**config.mk**
```make
export PLATFORM = sky130hd
export DESIGN_NAME = dl_instr_sequencer
export DESIGN_NICKNAME = d
export VERILOG_FILES = /design/src/rtl/dl_pkg.sv /design/src/rtl/dl_repeat_counter.sv /design/src/rtl/dl_instr_sequencer.sv
export SDC_FILE = /design/constraint.sdc
export NUM_CORES = 1
export LEC_CHECK = 0
export CAP_MARGIN = 0
export CORE_MARGIN = 2
export CORE_UTILIZATION = 40
export DETAILED_ROUTE_END_ITERATION = 8
export GPL_TIMING_DRIVEN = 0
export PLACE_DENSITY = 0.78
export SYNTH_ARGS = -nofsm -noshare
export SYNTH_HDL_FRONTEND = slang
export SYNTH_SLANG_ARGS = --single-unit
```
**constraint.sdc**
```tcl
create_clock -name clk -period 1.8 [get_ports clk]
set_input_delay 0.18 -clock clk [delete_from_list [all_inputs] [get_ports clk]]
set_output_delay 0.18 -clock clk [all_outputs]
set_load 0.01 [all_outputs]
```
**src/rtl/dl_pkg.sv**
```systemverilog
// Shared types for the UPDI data-link instruction sequencer: opcodes, FSM states
// and the default acknowledge byte.
package dl_pkg;

    typedef enum logic [2:0] {
        OP_LDS  = 3'b000,
        OP_LD   = 3'b001,
        OP_STS  = 3'b010,
        OP_ST   = 3'b011,
        OP_LDCS = 3'b100,
        OP_REP  = 3'b101,
        OP_STCS = 3'b110,
        OP_KEY  = 3'b111
    } opcode_e;

    typedef enum logic [2:0] {
        S_IDLE      = 3'd0,
        S_CS_ACC    = 3'd1,
        S_CS_CAP    = 3'd2,
        S_TX        = 3'd3,
        S_WAIT_DATA = 3'd4,
        S_BUS       = 3'd5,
        S_ACK_TX    = 3'd6,
        S_WAIT_RPT  = 3'd7
    } state_e;

    localparam logic [7:0] ACK_BYTE_DEFAULT = 8'h40;
    localparam int         RPT_W_DEFAULT    = 8;

endpackage

```
**src/rtl/dl_repeat_counter.sv**
```systemverilog
// REPEAT iteration counter: clear beats load beats decrement; the decrement
// saturates at zero so a count of 255 yields 256 iterations without wrapping.
module dl_repeat_counter #(
    parameter int RPT_W = 8
) (
    input  logic             clk,
    input  logic             rst_n,
    input  logic             clr_i,
    input  logic             load_i,
    input  logic [RPT_W-1:0] load_val_i,
    input  logic             dec_i,
    output logic [RPT_W-1:0] cnt_o,
    output logic             zero_o
);

    logic [RPT_W-1:0] cnt_q, cnt_d;

    always_comb begin
        cnt_d = cnt_q;
        if (clr_i) begin
            cnt_d = '0;
        end else if (load_i) begin
            cnt_d = load_val_i;
        end else if (dec_i && (cnt_q != '0)) begin
            cnt_d = cnt_q - {{(RPT_W-1){1'b0}}, 1'b1};
        end
    end

    always_ff @(posedge clk or negedge rst_n) begin
        if (!rst_n) begin
            cnt_q <= '0;
        end else begin
            cnt_q <= cnt_d;
        end
    end

    assign cnt_o  = cnt_q;
    assign zero_o = (cnt_q == '0);

endmodule

```
**src/rtl/dl_instr_sequencer.sv**
```systemverilog
// UPDI data-link instruction sequencer: decodes PHY bytes, drives the CS register
// file and the system bus, and returns response bytes with REPEAT support.
module dl_instr_sequencer
    import dl_pkg::*;
#(
    parameter logic [7:0] ACK_BYTE = ACK_BYTE_DEFAULT,
    parameter int         RPT_W    = RPT_W_DEFAULT
) (
    input  logic             clk,
    input  logic             rst_n,
    input  logic             rx_valid,
    input  logic [7:0]       rx_data,
    input  logic             phy_break,
    output logic             tx_valid,
    output logic [7:0]       tx_data,
    input  logic             tx_ready,
    output logic             csb0,
    output logic             web0,
    output logic [3:0]       reg_addr,
    output logic [7:0]       cs_wdata,
    input  logic [7:0]       cs_rdata,
    output logic             bus_req,
    output logic             bus_we,
    output logic [7:0]       bus_wdata,
    input  logic [7:0]       bus_rdata,
    input  logic             bus_ack,
    output logic             busy,
    output logic             err_opcode,
    output logic [2:0]       state_dbg,
    output logic [RPT_W-1:0] rpt_cnt_dbg
);

    state_e     state_q, state_d;
    opcode_e    op_q, op_d;
    logic [3:0] addr_q, addr_d;
    logic [7:0] data_q, data_d;
    logic [7:0] tx_data_q, tx_data_d;
    logic       tx_valid_q, tx_valid_d;
    logic       err_q, err_d;
    logic       rpt_clr, rpt_load, rpt_dec, rpt_zero;

    dl_repeat_counter #(.RPT_W(RPT_W)) u_rpt (
        .clk       (clk),
        .rst_n     (rst_n),
        .clr_i     (rpt_clr),
        .load_i    (rpt_load),
        .load_val_i(RPT_W'(rx_data)),
        .dec_i     (rpt_dec),
        .cnt_o     (rpt_cnt_dbg),
        .zero_o    (rpt_zero)
    );

    always_comb begin
        state_d    = state_q;
        op_d       = op_q;
        addr_d     = addr_q;
        data_d     = data_q;
        tx_data_d  = tx_data_q;
        tx_valid_d = tx_valid_q;
        err_d      = 1'b0;
        rpt_clr    = 1'b0;
        rpt_load   = 1'b0;
        rpt_dec    = 1'b0;

        // BREAK outranks any byte arriving in the same cycle.
        if (phy_break) begin
            state_d    = S_IDLE;
            tx_valid_d = 1'b0;
            rpt_clr    = 1'b1;
        end else begin
            case (state_q)
                S_IDLE: begin
                    if (rx_valid) begin
                        case (rx_data[7:5])
                            OP_LDCS: begin
                                op_d    = OP_LDCS;
                                addr_d  = rx_data[3:0];
                                state_d = S_CS_ACC;
                            end
                            OP_STCS: begin
                                op_d    = OP_STCS;
                                addr_d  = rx_data[3:0];
                                state_d = S_WAIT_DATA;
                            end
                            OP_REP:  state_d = S_WAIT_RPT;
                            OP_LD: begin
                                op_d    = OP_LD;
                                state_d = S_BUS;
                            end
                            OP_ST: begin
                                op_d    = OP_ST;
                                state_d = S_WAIT_DATA;
                            end
                            default: err_d = 1'b1;
                        endcase
                    end
                end
                S_CS_ACC: state_d = (op_q == OP_STCS) ? S_IDLE : S_CS_CAP;
                S_CS_CAP: begin
                    tx_data_d  = cs_rdata;
                    tx_valid_d = 1'b1;
                    state_d    = S_TX;
                end
                S_TX: begin
                    if (tx_ready) begin
                        tx_valid_d = 1'b0;
                        state_d    = S_IDLE;
                        if (op_q == OP_LD) begin
                            if (!rpt_zero) begin
                                rpt_dec = 1'b1;
                                state_d = S_BUS;
                            end else begin
                                rpt_clr = 1'b1;
                            end
                        end
                    end
                end
                S_WAIT_DATA: begin
                    if (rx_valid) begin
                        data_d  = rx_data;
                        state_d = (op_q == OP_STCS) ? S_CS_ACC : S_BUS;
                    end
                end
                S_BUS: begin
                    if (bus_ack) begin
                        tx_valid_d = 1'b1;
                        if (op_q == OP_ST) begin
                            tx_data_d = ACK_BYTE;
                            state_d   = S_ACK_TX;
                        end else begin
                            tx_data_d = bus_rdata;
                            state_d   = S_TX;
                        end
                    end
                end
                S_ACK_TX: begin
                    if (tx_ready) begin
                        tx_valid_d = 1'b0;
                        if (!rpt_zero) begin
                            rpt_dec = 1'b1;
                            state_d = S_WAIT_DATA;
                        end else begin
                            rpt_clr = 1'b1;
                            state_d = S_IDLE;
                        end
                    end
                end
                S_WAIT_RPT: begin
                    if (rx_valid) begin
                        rpt_load = 1'b1;
                        state_d  = S_IDLE;
                    end
                end
                default: state_d = S_IDLE;
            endcase
        end
    end

    always_ff @(posedge clk or negedge rst_n) begin
        if (!rst_n) begin
            state_q    <= S_IDLE;
            op_q       <= OP_LDS;
            addr_q     <= 4'h0;
            data_q     <= 8'h00;
            tx_data_q  <= 8'h00;
            tx_valid_q <= 1'b0;
            err_q      <= 1'b0;
        end else begin
            state_q    <= state_d;
            op_q       <= op_d;
            addr_q     <= addr_d;
            data_q     <= data_d;
            tx_data_q  <= tx_data_d;
            tx_valid_q <= tx_valid_d;
            err_q      <= err_d;
        end
    end

    // Register-file strobes are decoded from state so they can only be low in CS_ACC.
    assign csb0       = (state_q != S_CS_ACC);
    assign web0       = !((state_q == S_CS_ACC) && (op_q == OP_STCS));
    assign reg_addr   = addr_q;
    assign cs_wdata   = data_q;
    assign bus_req    = (state_q == S_BUS);
    assign bus_we     = (state_q == S_BUS) && (op_q == OP_ST);
    assign bus_wdata  = data_q;
    assign tx_valid   = tx_valid_q;
    assign tx_data    = tx_data_q;
    assign busy       = (state_q != S_IDLE);
    assign err_opcode = err_q;
    assign state_dbg  = state_q;

endmodule

```
---- Yosys cells after proc, flatten, opt, wreduce, memory -nomap -nowiden ----
Cells that the tools add are included.
word-level totals
  logic and storage cells ................. 102
  output and inout port bits .............. 46
  bits of input ports ..................... 30
  bits in registers ....................... 36
operators by class
  reduce and logical (&&, ||, !) cells .... 22
  equality and inequality tests ........... 25
  mux-type cells .......................... 45
  add/sub/neg operators ................... 1
  bitwise logic cells ..................... 1
operators with widths
  cell                                                                     number
  8-bit two-way mux                                                        5
  3-bit two-way mux                                                        12
  3-bit equality test, second input constant                               8
  3-bit one-hot mux with 4 select lines                                    2
  3-bit one-hot mux with 8 select lines                                    1
  1-bit two-way mux                                                        20
  8-bit one-hot mux with 2 select lines                                    1
  3-bit inequality test, second input constant                             5
  3-bit by 2-bit equality test with 1-bit output, second input constant    4
  3-bit by 1-bit equality test with 1-bit output, second input constant    3
  3-bit AND reduction                                                      3
  8-bit zero test                                                          1
  4-bit AND reduction                                                      2
  4-bit nonzero test                                                       2
  8-bit nonzero test                                                       1
  8-bit by 1-bit subtractor with 8-bit output, second input constant       1
  7-bit AND reduction                                                      1
  3-bit by 1-bit inequality test with 1-bit output, second input constant  2
  6-bit by 3-bit inequality test with 1-bit output, second input constant  1
  3-bit nonzero test                                                       2
  2-bit OR reduction                                                       3
  5-bit OR reduction                                                       1
  1-bit one-hot mux with 2 select lines                                    2
  1-bit logical AND                                                        3
  8 further kinds                                                          8

---- Logic depth before layout (Yosys ltp) ----
  depth in word-level cells ............... 10
  mapped depth ............................ 7
  mapped depth without buffers ............ 6

---- Cells and area by module ----
A second synthesis with hierarchy kept.
unflattened totals
  cells, all modules ...................... 226
  area total of the unflattened synthesis .. 2244.7 µm²
by module, submodules not included
  module              instances  area each (µm²)  cells each  sequential area each (µm²)
  dl_instr_sequencer  1          1656.6           164         700.7
  dl_repeat_counter   1          588.1            62          200.2

---- Worst setup path before layout ----
OpenSTA, ideal clock, no wires.
  path type ............................... reg-to-reg
  from .................................... register u_rpt.cnt_q[0], in the netlist u_rpt.cnt_o[0]
  to ...................................... register state_q[0], in the netlist state_dbg[0]
  setup time .............................. 124 ps
  period minus slack after synthesis ...... 1859 ps
  buffers on the path ..................... 0
  data arrival time ....................... 1734 ps
  data required time ...................... 1676 ps
  slack ................................... -59 ps
  stages on the path, launching flop included .. 7
  cell sequence ........................... dfrtp_1 -> inv_1 -> ha_1 -> or4b_4 -> o41ai_2 -> a2bb2oi_1 -> o41ai_2
between the ends
  longest elaborated chain between the ends .. 6
ends and longest elaborated chain
  item                                   line                       text
  start: declaration                     dl_repeat_counter.sv:16    logic [RPT_W-1:0] cnt_q, cnt_d;
  start signal: assignment               dl_repeat_counter.sv:33    cnt_q <= cnt_d;
  8-bit zero test                        dl_repeat_counter.sv:38    assign zero_o = (cnt_q == '0);
  3-bit two-way mux                      dl_instr_sequencer.sv:109  if (!rpt_zero) begin
  3-bit two-way mux                      dl_instr_sequencer.sv:108  if (op_q == OP_LD) begin
  3-bit two-way mux                      dl_instr_sequencer.sv:105  if (tx_ready) begin
  3-bit one-hot mux with 8 select lines  dl_instr_sequencer.sv:71   case (state_q)
  3-bit two-way mux                      dl_instr_sequencer.sv:66   if (phy_break) begin
  end signal: assignment                 dl_instr_sequencer.sv:169  state_q <= state_d;
  end: declaration                       dl_instr_sequencer.sv:33   state_e state_q, state_d;
No other way between the ends. The select of a mux whose other input is x is not followed.
A chain may end at the register's enable or synchronous reset.

---- Worst setup path in the final report ----
  from .................................... register u_rpt.cnt_q[0], in the netlist u_rpt.cnt_o[0]
  to ...................................... register state_q[2], in the netlist state_dbg[2]
between the ends
  longest elaborated chain between the ends .. 6
  elaborated cells between the ends (all ways) .. 8
  those cells by class .................... 7 x mux; 1 x reduce/logical
ends and longest elaborated chain
  item                                       line
  8-bit zero test (*)                        dl_repeat_counter.sv:38
  3-bit two-way mux                          dl_instr_sequencer.sv:109
  3-bit two-way mux                          dl_instr_sequencer.sv:108
  3-bit two-way mux                          dl_instr_sequencer.sv:105
  3-bit one-hot mux with 8 select lines (*)  dl_instr_sequencer.sv:71
  3-bit two-way mux (*)                      dl_instr_sequencer.sv:66
Mark *: on every way between the ends. The rest lies on a longest branch, timed or not. The select of a mux whose other input is x is not followed.

==> results.yml <==
run_status:
  violations: "hold timing, setup timing"
  status: "finished, violations left"
yosys:
  yosysTopAreaCellShare: 0.3879
  async_flop_share: 1.000
  yosys_warnings: 0
  syn_area_um2: 2322
  ys_seq_elements: 36
  yosysSeqAreaShare: 0.3879
  synth_cells: 234
  synth_area_leader_cell: "dfrtp_1"
  yosysMostFrequentCell: "dfrtp_1"
  synth_edf_count: 0
  synth_area_leaders: "dfrtp_1, nand2_1, mux2_2, buf_4, o41ai_2"
  ys.flop_type: "dfrtp_1"
  synth.cells.most_frequent: "dfrtp_1, nand2_1, nor2_1"
  syn-num-nets: 265
  avgSynthCellArea_um2: 9.924
  synth_cell_type_count: 68
grt:
  antenna_found_initial: 0
  grt_max_degree: 37
  grt_pass1_vias: 2195
  grtUsageTotal: 0.2087
  grt-ovfl-total: 0
  grt_pass1_wl_mm: 10.51
sta:
  rsz0062_at_grt: "yes"
  whs_ns: -0.02291
  setup_slack_ns: -0.02359
  finalSetupViolCount: 3
  max_slew_margin: 0.4586
  tightest_slew_ns: 0.8121
  fmax_ghz: 0.5484
  finalHoldViolCount: 36
  fin_crit_sh: 1.013
  clock-skew-final_ns: 0.005457
  min_period_ns: 1.824
  drv_slew: 0
routing:
  num_vias: 2253
  vias_per_cell: 5.509
  wl_per_cell_um: 16.23
  routed_wl_mm: 6.638
  highest_layer: "met4"
  wl_met3_um: 392
  first_pass_iters: 4
  drt-initial-drc-count: 134
  route.met2.wl_mm: 3.246
  ant_nets: 0
  wl_met1_mm: 2.879
  drc: 0
cells_and_area:
  multi_input_area_um2: 1319
  n_antenna_cell: 0
  drive_above_1_share: 0.2849
  areaGrowthSynthToFinish_pct: 50.92
  seqCellArea_um2: 905.9
  final_cell_area_um2: 3505
  final_util: 0.6326
  nNetsFinal: 367
  nFillCells: 472
cts:
  clock-sinks: 36
  htreeDepth: 2
  cts_buffers: 5
  clk_pin_slew_worst_paths_ns: 0.08
  cts_tree: "yes"
  cts_root_buf: "clkbuf_8"
  holdBufCountCts: 0
  cts_max_path_buffers: 2
  clk_latency_ns: 0.29
worst_setup_path:
  critPathLaunchType: "register"
  crit_path_end_kind: "register"
  crit_type: "reg2reg"
  critical_path_arrival_ns: 2.00
  critPathMaxFanout: 2
  crit_required_ns: 1.98
pwr:
  powerDensity_nw_per_um2: 1303
  power.leakage_nw: 1.487
  peakVddDrop_mv: 0.8183
die:
  die_area_um2: 6431
  rows: 27
  die_h_um: 80.20
  die_w_um: 80.20
  core_area_um2: 5540
  io_pins: 76
  start_util: 0.4192
placed_design:
  place_ws_ns: -0.2574
  io_buffer_count: 74
  placed_area_um2: 3153
  hpwl_mm: 4.444
  gp_routability_congestion: 0.8734
min_path:
  min_path_type: "in2async"
run:
  cap_viol_max_count: 0
[layer usage]
metal  up-vias  GRT usage
met5         -          0
met2        80     0.3358
met4         0    0.08475
met1      1087     0.2755
met3        10    0.03933
li1       1076          -
[logic make-up (layout without fill, tap and decap cells)]
group | after synthesis | count (layout) | synth area share
AO/OA/AOI/OAI | 69 | 69 | 0.2381
multiplexers | 15 | 15 | 0.07274
AND/OR/NAND/NOR | 82 | 82 | 0.2134
adder cells (fa/ha/maj) | 1 | 1 | 0.005387
XOR/XNOR | 1 | 1 | 0.003772
flip-flops | 36 | 36 | 0.3879
buffers and inverters | 30 | 133 | 0.07866
[worst paths after layout]
path | slack, ns | cells after the start | from | end
max reg2reg | -0.02 | 6 | u_rpt.cnt_o[0] | state_dbg[2]
min reg2reg | 0.49 | 2 | tx_data[6] | tx_data[6]
min | -0.02 | 1 | rst_n | reg_addr[1]
max | -0.02 | 6 | u_rpt.cnt_o[0] | state_dbg[2]
min in group clk | 0.36 | 4 | rx_data[7] | err_opcode
max in group asynchronous | 1.26 | 1 | rst_n | u_rpt.cnt_o[0]
[final cells by class]
class / instances / share of cell area
buffer: 19 / 0.04606
clock buffer: 7 / 0.02463
clock inverter: 1 / 0.002142
inverter: 9 / 0.009639
multi-input combinational: 168 / 0.3763
sequential: 36 / 0.2585
tap: 72 / 0.02571
timing repair buffer: 97 / 0.2571
[flip-flops by register name (all words and copies together) (netlist names)]
| signal | flops |
|---|---|
| state_dbg | 3 |
| tx_valid | 1 |
| reg_addr | 4 |
| op_q | 3 |
| tx_data | 8 |
| u_rpt.cnt_o | 8 |
| bus_wdata | 8 |
| err_opcode | 1 |
[cells in the final DEF (no fill, tap or decap), drive strengths merged, types with 4 or more instances in the layout]
cell type and count:
a21oi 4, a22oi 7, buf 42, clkbuf 10, clkdlybuf4s50 68, dfrtp 36
inv 9, mux2 12, nand2 24, nand3 6, nor2 14, nor3 9
nor4 4, o211ai 4, o21ai 19, o32ai 5, o41ai 4
[stage by stage]
stage	TNS (ns)	total power, mW	cells
floorplan	-0.06406	2.573	234
global placement	-13.02	3.592	380
detailed placement	-2.807	3.644	380
CTS	-0.2078	4.399	399
global route	-0.3284	4.831	409
finish	-0.04601	4.567	409
[worst max-delay path, cell delays in order, from the launching register on]
cell     delay, ns
dfrtp_2       0.42
inv_2         0.08
ha_4          0.13
or4b_4        0.49
o41ai_4       0.29
o32a_1        0.23
o41ai_2       0.06
[power breakdown]
| group | switching (mW) | internal, mW |
|---|---|---|
| clock | 0.306 | 0.311 |
| sequential | 0.197 | 1.09 |
| combinational | 1.18 | 1.49 |
[what timing repair did]
| action | in CTS | in global routing |
|---|---|---|
| gates cloned | 0 | 1 |
| resized for setup | 19 | 18 |
| endpoints found under the setup margin | 19 | 21 |
| pin swaps | 8 | 5 |
| buffers inserted | 13 | 9 |
Power figures use the tool's default switching activity.
